File: config.mk
export PLATFORM = sky130hd
export DESIGN_NAME = uart_wb_echo_ctrl
export DESIGN_NICKNAME = d
export VERILOG_FILES = /design/src/rtl/uart_echo_pkg.sv /design/src/rtl/uart_wb_echo_ctrl_wb_single_access.sv /design/src/rtl/uart_wb_echo_ctrl.sv
export SDC_FILE = /design/constraint.sdc
export NUM_CORES = 1
export LEC_CHECK = 0
export CAP_MARGIN = 10
export CORE_MARGIN = 2
export CORE_UTILIZATION = 35
export CTS_CLUSTER_SIZE = 28
export DETAILED_ROUTE_END_ITERATION = 10
export DONT_BUFFER_PORTS = 1
export GPL_TIMING_DRIVEN = 0
export HOLD_SLACK_MARGIN = 0.06
export PLACE_DENSITY_LB_ADDON = 0.2
export SYNTH_ARGS = -nofsm -noshare
export SYNTH_HDL_FRONTEND = slang
export SYNTH_SLANG_ARGS = --single-unit
File: constraint.sdc
create_clock -name clk -period 2 [get_ports clk]
set_clock_uncertainty 0.1 [all_clocks]
set_input_delay 0.4 -clock clk [delete_from_list [all_inputs] [get_ports clk]]
set_output_delay 0.4 -clock clk [all_outputs]
set_load 0.05 [all_outputs]
File: src/rtl/uart_echo_pkg.sv
// -----------------------------------------------------------------------------
// uart_echo_pkg
// Shared definitions for the UART echo controller:
//   - 16550 register addresses (8-bit data bus mode)
//   - bring-up values for LCR / FCR / IER and LSR bit positions
//   - top-level FSM state enum
//   - to_upper(): ASCII lower-to-upper helper used when the optional
//     upcase feature (UART_ECHO_UPCASE_EN) is compiled in
// -----------------------------------------------------------------------------
package uart_echo_pkg;

    // Register addresses. DLL/DLM alias RBR_THR/IER while LCR.DLAB = 1.
    localparam logic [2:0] ADR_RBR_THR = 3'd0;
    localparam logic [2:0] ADR_DLL     = 3'd0;
    localparam logic [2:0] ADR_IER     = 3'd1;
    localparam logic [2:0] ADR_DLM     = 3'd1;
    localparam logic [2:0] ADR_FCR     = 3'd2;
    localparam logic [2:0] ADR_LCR     = 3'd3;
    localparam logic [2:0] ADR_LSR     = 3'd5;

    // Bring-up register values
    localparam logic [7:0] LCR_DLAB_8N1 = 8'h83;  // DLAB=1, 8 data, no parity, 1 stop
    localparam logic [7:0] LCR_8N1      = 8'h03;  // DLAB=0, 8N1
    localparam logic [7:0] FCR_INIT     = 8'h07;  // enable FIFOs, clear RX/TX FIFOs
    localparam logic [7:0] IER_INIT     = 8'h00;  // all interrupts masked

    // LSR bit positions
    localparam int LSR_DR_BIT   = 0;  // receive data ready
    localparam int LSR_THRE_BIT = 5;  // transmit holding register empty

    typedef enum logic [3:0] {
        ST_INIT_LCR_DLAB = 4'd0,
        ST_INIT_DLL      = 4'd1,
        ST_INIT_DLM      = 4'd2,
        ST_INIT_LCR      = 4'd3,
        ST_INIT_FCR      = 4'd4,
        ST_INIT_IER      = 4'd5,
        ST_POLL_RX       = 4'd6,
        ST_READ_RBR      = 4'd7,
        ST_POLL_TX       = 4'd8,
        ST_WRITE_THR     = 4'd9
    } echo_state_t;

    // Clear bit5 of ASCII 'a'..'z'; every other byte passes unchanged.
    function automatic logic [7:0] to_upper(input logic [7:0] b);
        logic [7:0] r;
        r = b;
        if ((b >= 8'h61) && (b <= 8'h7A)) begin
            r = b & 8'hDF;
        end
        return r;
    endfunction

endpackage

File: src/rtl/uart_wb_echo_ctrl_wb_single_access.sv
// -----------------------------------------------------------------------------
// wb_single_access
// Single-access Wishbone master engine (classic cycles, one access at a time).
// Owns stb/cyc, the mandatory idle gap between accesses and the ack timeout.
//
// Handshake with the sequencer: while the engine is idle and `req` is high it
// latches we/adr/wdat and raises stb/cyc on the next edge. `done` is a
// one-cycle pulse that is high exactly in the cycle whose closing edge samples
// wb_ack_i = 1 (rdat is valid in that same cycle, so the sequencer captures
// read data on the ack edge). `timeout` is a one-cycle pulse in the cycle whose
// closing edge abandons the access. After either, stb stays low for one full
// gap cycle before a new `req` is accepted.
//
// Ports:
//   clk, rst_n            clock, synchronous active-low reset
//   req, we, adr, wdat    access request from the sequencer
//   done, rdat, timeout   completion / read data / abort
//   wb_*                  Wishbone master signals (8-bit data bus)
// -----------------------------------------------------------------------------
module wb_single_access #(
    parameter int ACK_TIMEOUT = 15
) (
    input  logic       clk,
    input  logic       rst_n,
    input  logic       req,
    input  logic       we,
    input  logic [2:0] adr,
    input  logic [7:0] wdat,
    output logic       done,
    output logic [7:0] rdat,
    output logic       timeout,
    output logic [2:0] wb_adr_o,
    output logic [7:0] wb_dat_o,
    input  logic [7:0] wb_dat_i,
    output logic       wb_we_o,
    output logic       wb_stb_o,
    output logic       wb_cyc_o,
    input  logic       wb_ack_i
);

    localparam int CW = $clog2(ACK_TIMEOUT + 1);

    typedef enum logic [1:0] {
        ACC_IDLE = 2'd0,
        ACC_BUSY = 2'd1,
        ACC_GAP  = 2'd2
    } acc_state_t;

    acc_state_t    r_state;
    logic          r_stb;
    logic          r_we;
    logic [2:0]    r_adr;
    logic [7:0]    r_dat;
    logic [CW-1:0] r_cnt;

    logic w_ack;
    logic w_expire;

    // Ack only counts while the strobe is up.
    assign w_ack    = r_stb & wb_ack_i;
    // r_cnt holds the number of already-elapsed unacked strobe cycles, so the
    // access is abandoned at the edge closing the ACK_TIMEOUT-th such cycle.
    // An ack on that same edge takes priority.
    assign w_expire = r_stb & ~wb_ack_i & (r_cnt == CW'(ACK_TIMEOUT - 1));

    always_ff @(posedge clk) begin
        if (!rst_n) begin
            r_state <= ACC_IDLE;
            r_stb   <= 1'b0;
            r_we    <= 1'b0;
            r_adr   <= 3'd0;
            r_dat   <= 8'h00;
            r_cnt   <= '0;
        end else begin
            case (r_state)
                ACC_IDLE: begin
                    if (req) begin
                        r_stb   <= 1'b1;
                        r_we    <= we;
                        r_adr   <= adr;
                        r_dat   <= wdat;
                        r_cnt   <= '0;
                        r_state <= ACC_BUSY;
                    end
                end
                ACC_BUSY: begin
                    if (w_ack || w_expire) begin
                        r_stb   <= 1'b0;
                        r_state <= ACC_GAP;
                    end else begin
                        r_cnt <= r_cnt + CW'(1);
                    end
                end
                ACC_GAP: begin
                    r_state <= ACC_IDLE;
                end
                default: begin
                    r_stb   <= 1'b0;
                    r_state <= ACC_IDLE;
                end
            endcase
        end
    end

    assign done     = w_ack;
    assign timeout  = w_expire;
    assign rdat     = wb_dat_i;
    assign wb_stb_o = r_stb;
    assign wb_cyc_o = r_stb;
    assign wb_we_o  = r_we;
    assign wb_adr_o = r_adr;
    assign wb_dat_o = r_dat;

endmodule

File: src/rtl/uart_wb_echo_ctrl.sv
// -----------------------------------------------------------------------------
// uart_wb_echo_ctrl
// Wishbone master that brings up a 16550-compatible UART and then echoes every
// received byte back to the transmitter.
//
// Bring-up: LCR<-0x83, DLL<-DIVISOR[7:0], DLM<-DIVISOR[15:8], LCR<-0x03,
//           FCR<-0x07, IER<-0x00. Echo loop: poll LSR.DR, read RBR, poll
//           LSR.THRE, write THR. Any ack timeout sets the sticky bus_err,
//           drops init_done and restarts bring-up (echo_cnt/last_byte kept).
//
// Compile-time option: UART_ECHO_UPCASE_EN -- when defined, received bytes
// 'a'..'z' are converted to upper case before being echoed (and last_byte
// shows the converted value). Undefined: bytes are echoed unmodified.
//
// Parameters: DIVISOR (baud divisor), ACK_TIMEOUT (max unacked strobe cycles)
// Ports:
//   clk, rst_n       clock, synchronous active-low reset
//   wb_*             Wishbone master to uart_top (8-bit data bus mode)
//   init_done        bring-up complete
//   echo_cnt         bytes echoed (wraps)
//   last_byte        most recent byte written to THR
//   bus_err          sticky ack-timeout flag
//   dbg_state        current FSM state (echo_state_t encoding)
// -----------------------------------------------------------------------------
module uart_wb_echo_ctrl
    import uart_echo_pkg::*;
#(
    parameter logic [15:0] DIVISOR     = 16'd27,
    parameter int          ACK_TIMEOUT = 15
) (
    input  logic       clk,
    input  logic       rst_n,
    output logic [2:0] wb_adr_o,
    output logic [7:0] wb_dat_o,
    input  logic [7:0] wb_dat_i,
    output logic       wb_we_o,
    output logic       wb_stb_o,
    output logic       wb_cyc_o,
    output logic [3:0] wb_sel_o,
    input  logic       wb_ack_i,
    output logic       init_done,
    output logic [7:0] echo_cnt,
    output logic [7:0] last_byte,
    output logic       bus_err,
    output logic [3:0] dbg_state
);

    echo_state_t r_state;
    logic [7:0]  r_rx_byte;
    logic        r_init_done;
    logic [7:0]  r_echo_cnt;
    logic [7:0]  r_last_byte;
    logic        r_bus_err;

    logic        w_req;
    logic        w_we;
    logic [2:0]  w_adr;
    logic [7:0]  w_wdat;
    logic        w_done;
    logic        w_timeout;
    logic [7:0]  w_rdat;
    logic [7:0]  w_rx_conv;

    // Every state performs exactly one access; the engine's idle/gap states
    // decide when the next one actually starts.
    assign w_req = 1'b1;

    // Access descriptor for the current state.
    always_comb begin
        w_we   = 1'b0;
        w_adr  = ADR_LSR;
        w_wdat = 8'h00;
        case (r_state)
            ST_INIT_LCR_DLAB: begin w_we = 1'b1; w_adr = ADR_LCR; w_wdat = LCR_DLAB_8N1;   end
            ST_INIT_DLL:      begin w_we = 1'b1; w_adr = ADR_DLL; w_wdat = DIVISOR[7:0];   end
            ST_INIT_DLM:      begin w_we = 1'b1; w_adr = ADR_DLM; w_wdat = DIVISOR[15:8];  end
            ST_INIT_LCR:      begin w_we = 1'b1; w_adr = ADR_LCR; w_wdat = LCR_8N1;        end
            ST_INIT_FCR:      begin w_we = 1'b1; w_adr = ADR_FCR; w_wdat = FCR_INIT;       end
            ST_INIT_IER:      begin w_we = 1'b1; w_adr = ADR_IER; w_wdat = IER_INIT;       end
            ST_POLL_RX:       begin w_adr = ADR_LSR;                                       end
            ST_READ_RBR:      begin w_adr = ADR_RBR_THR;                                   end
            ST_POLL_TX:       begin w_adr = ADR_LSR;                                       end
            ST_WRITE_THR:     begin w_we = 1'b1; w_adr = ADR_RBR_THR; w_wdat = r_rx_byte;  end
            default:          begin w_adr = ADR_LSR;                                       end
        endcase
    end

`ifdef UART_ECHO_UPCASE_EN
    assign w_rx_conv = to_upper(w_rdat);
`else
    assign w_rx_conv = w_rdat;
`endif

    wb_single_access #(
        .ACK_TIMEOUT (ACK_TIMEOUT)
    ) u_access (
        .clk      (clk),
        .rst_n    (rst_n),
        .req      (w_req),
        .we       (w_we),
        .adr      (w_adr),
        .wdat     (w_wdat),
        .done     (w_done),
        .rdat     (w_rdat),
        .timeout  (w_timeout),
        .wb_adr_o (wb_adr_o),
        .wb_dat_o (wb_dat_o),
        .wb_dat_i (wb_dat_i),
        .wb_we_o  (wb_we_o),
        .wb_stb_o (wb_stb_o),
        .wb_cyc_o (wb_cyc_o),
        .wb_ack_i (wb_ack_i)
    );

    // Sequencer: advances only on the edge that completes or aborts an access,
    // so read data and status updates are taken on the ack edge itself.
    always_ff @(posedge clk) begin
        if (!rst_n) begin
            r_state     <= ST_INIT_LCR_DLAB;
            r_rx_byte   <= 8'h00;
            r_init_done <= 1'b0;
            r_echo_cnt  <= 8'h00;
            r_last_byte <= 8'h00;
            r_bus_err   <= 1'b0;
        end else if (w_timeout) begin
            r_bus_err   <= 1'b1;
            r_init_done <= 1'b0;
            r_state     <= ST_INIT_LCR_DLAB;
        end else if (w_done) begin
            case (r_state)
                ST_INIT_LCR_DLAB: r_state <= ST_INIT_DLL;
                ST_INIT_DLL:      r_state <= ST_INIT_DLM;
                ST_INIT_DLM:      r_state <= ST_INIT_LCR;
                ST_INIT_LCR:      r_state <= ST_INIT_FCR;
                ST_INIT_FCR:      r_state <= ST_INIT_IER;
                ST_INIT_IER: begin
                    r_init_done <= 1'b1;
                    r_state     <= ST_POLL_RX;
                end
                ST_POLL_RX: begin
                    if (w_rdat[LSR_DR_BIT]) begin
                        r_state <= ST_READ_RBR;
                    end
                end
                ST_READ_RBR: begin
                    r_rx_byte <= w_rx_conv;
                    r_state   <= ST_POLL_TX;
                end
                ST_POLL_TX: begin
                    if (w_rdat[LSR_THRE_BIT]) begin
                        r_state <= ST_WRITE_THR;
                    end
                end
                ST_WRITE_THR: begin
                    r_last_byte <= r_rx_byte;
                    r_echo_cnt  <= r_echo_cnt + 8'd1;
                    r_state     <= ST_POLL_RX;
                end
                default: r_state <= ST_INIT_LCR_DLAB;
            endcase
        end
    end

    assign wb_sel_o  = 4'b1111;
    assign init_done = r_init_done;
    assign echo_cnt  = r_echo_cnt;
    assign last_byte = r_last_byte;
    assign bus_err   = r_bus_err;
    assign dbg_state = r_state;

endmodule

==> metrics.md <==
| Metric | Value |
|---|---|
| Status | completed |
| Synth Area in Simple Gates | 0.2266 |
| Layout Cell Area excl Fill | 2507 um2 |
| # DRC | 0 |
| Min-delay worst type | input pin to register |
| Top cell type's share of synthesized area | 0.4365 |
| Clk buf depth | 2 |
| Post-synthesis mux area share | 0.04454 |
| Placed Instances | 346 |
| Area of the core | 6277 um2 |
| Cts repair resizes | 3 |
| Clk pwr share | 0.399 |
| Final core occ | 0.3994 |
| Ys Warns | 0 |
| Die Y | 84.13 um |
| Clock-pin transition on the worst setup and hold timing paths | 0.10 ns |
| Overall Power | 2.143 mW |
| GP Congestion | 0.7919 |
| Asr flop ratio synth | 0 |
| Switch share | 0.2701 |
| DIE WIDTH | 84.13 um |
| GRT Total Usage | 0.1505 |
| Largest net degree at the start of global routing | 17 |
| Post-synth top flop | dfxtp_1 |
| Most common library cells after synthesis | 49 x dfxtp_1, 37 x nand2_1, 29 x a21oi_1 |
| Met3 usage | 0.05836 |
| Critical path class | register to register |
| Count of buffers from port buffering | 0 |
| H-tree Lvls | 2 |
| Drt first pass iters | 4 |
| Vias per inst | 5.243 |
| Net Sw Power | 578.8 uW |
| CP endpoint kind | register |
| Register area share after synthesis | 0.4365 |
| Worst-Margin Slew | 0.6539 ns |
| RSZ-0062 raised after global routing | no |
| Adder-cell share of the synthesized area | 0.01670 |
| Comb power frac | 0.088 |
| CP Data Required Time | 2.13 ns |
| Slew Viols, Final | 0 |
| Final Hold Vio Count | 0 |
| Startpoint Class | register |
| GR met1 Demand/Resource | 0.2021 |
| Area growth syn-to-layout | 11.58% |
| Final wirelength | 5270 um |
| Initial core utilization | 0.3580 |
| Area contributors post-synth | dfxtp_1 44%, a21oi_1 6.5%, nand2_1 6.2% |
| Max-cap violations | 0 |
| Cell internal pwr | 1.564 mW |
| Vias post-DR | 1856 |
| Die area | 7077 um2 |
| Tcrit/Tclk final | 0.9324 |
| Num CTS Buffers | 5 |
| Global route total overflow | 0 |
| EDFF count, synth | 0 |
| Sequential power share | 0.512 |
| Fmax | 536.2 MHz |
| Min Tclk post-route | 1.865 ns |
| I/O pin cnt | 51 |
| Layout cells sized above 1 | 0.1264 |
| Yosys cell types | 49 |
| Initial DRC Count | 47 |
| CTS tree | built |
| Initial antenna violation count | 0 |
| Num rows | 29 |
| Setup Buffers After CTS | 0 |
| Fin cells | 354 |
| Antenna-violating nets left | 0 |
| M2 GR Usage | 0.2266 |
| Yosys reg bits | 49 |
| Leak | 0.9339 nW |
| Antenna cells | 0 |
| Hold buffers post-CTS | 0 |
| Mapped Cells | 266 |
| Cell taking the most area after synthesis | dfxtp_1 |
| First-pass GRT wire length | 8611 um |
| Clock root cell | clkbuf_8 |
| Max_slew headroom | 0.5635 |
| Peak supply drop | 0.0003886 V |
| Clk_lat worst skew | 0.30 ns |
| Crit Path Max Fanout | 6 |
| XOR/XNOR share of the synthesized area | 0.02728 |
| P per Cell Area | 854.5 nW/um2 |
| Setup violations, final | 0 |
| Syn_area_per_cell | 8.448 um2 |
| Vias in the first global route | 1687 |
| Worst Path Arrival | 2.00 ns |
| Sink Count | 49 |
| Synth Cell Area | 2247 um2 |
| Dpl cell area | 2355 um2 |
| Wirelength per Cell | 14.89 um |
| Post-synthesis compound-gate area fraction | 0.1704 |
| Busiest layer in global routing | met2 |
| Count leader, synth | dfxtp_1 |
| Fin nets | 290 |
| Post-DP HPWL | 3870 um |
| Largest family of logic cells by synthesized area | simple AND/OR/NAND/NOR gates |
registers in the layout, indices dropped and copies added (netlist names):
name and cells:
u_access.wb_cyc_o 1, u_access.wb_we_o 1, init_done 1, r_rx_byte 8, bus_err 1, u_access.r_state 2
last_byte 8, u_access.r_cnt 4, u_access.wb_adr_o 3, dbg_state 4, echo_cnt 8, u_access.wb_dat_o 8
area by class of cell:
type | count | area (um2)
Inverter | 9 | 33.78
Multi-Input combinational cell | 187 | 1106
Tap cell | 77 | 96.34
Fill cell | 659 | 3770
Clock buffer | 5 | 68.82
Sequential cell | 49 | 996.0
Clock inverter | 3 | 68.82
Buffer | 24 | 137.6
critical path: stages, from the launching register on:
cell and delay (ns):
dfxtp_2 0.38, inv_1 0.05, ha_1 0.20, and3_4 0.19
o21a_1 0.22, or4b_1 0.48, a31oi_1 0.17
per-stage QoR:
stage	setup WS [ns]	setup TNS (ns)	hold slack, ns
3_5_place_dp	-0.1304	-0.3073	0.3725
5_1_grt	0.02422	0	0.1351
4_1_cts	0.02876	0	0.1315
6_report	0.1351	0	0.1388
3_3_place_gp	-0.1185	-0.4019	0.3703
2_1_floorplan	0.03362	0	0.3397
cell families after synthesis:
group,after synthesis
other,1
buffers and inverters,33
multiplexers,10
AO/OA/AOI/OAI,63
XOR/XNOR,7
adder cells (fa/ha/maj),3
AND/OR/NAND/NOR,100
flip-flops,49
power by group through the flow:
stage / sequential, mW / clock, mW / combinational (mW)
final: 1.10 / 0.856 / 0.189
after global routing: 1.10 / 0.913 / 0.210
after CTS: 1.10 / 0.879 / 0.190
after detailed placement: 1.12 / 0 / 0.189
after global placement: 1.12 / 0 / 0.187
after floorplan: 1.11 / 0 / 0.153
final timing paths:
path / start / to / slack [ns] / depth (start not counted)
worst max-delay path: u_access.r_cnt[0] / u_access.r_cnt[1] / 0.14 / 6
worst min-delay path: wb_dat_i[4] / r_rx_byte[4] / 0.14 / 2
worst max register to register: u_access.r_cnt[0] / u_access.r_cnt[1] / 0.14 / 6
worst min register to register: r_rx_byte[1] / last_byte[1] / 0.39 / 2
cells in the final DEF (no fill, tap or decap), types with 3 or more instances in the layout:
master and count:
a21oi_1 29, a31oi_1 3, and3_1 3, buf_2 5, buf_4 7, clkbuf_1 10, clkbuf_8 5, conb_1 4
dfxtp_1 43, dfxtp_2 3, dfxtp_4 3, ha_1 3, inv_1 8, mux2i_1 10, nand2_1 37, nand2b_1 3
nand3_1 8, nand4_1 3, nor2_1 24, nor3_1 6, o2111ai_1 3, o21ai_0 11, xnor2_1 6
layer usage:
| layer | routed length, um | part of all wire |
|---|---|---|
| met1 | 2417 | 0.46 |
| met2 | 2377 | 0.45 |
| met3 | 418 | 0.079 |
| met4 | 57 | 0.011 |
| met5 | 0 | 0 |
(Power assumes the default switching activity.)
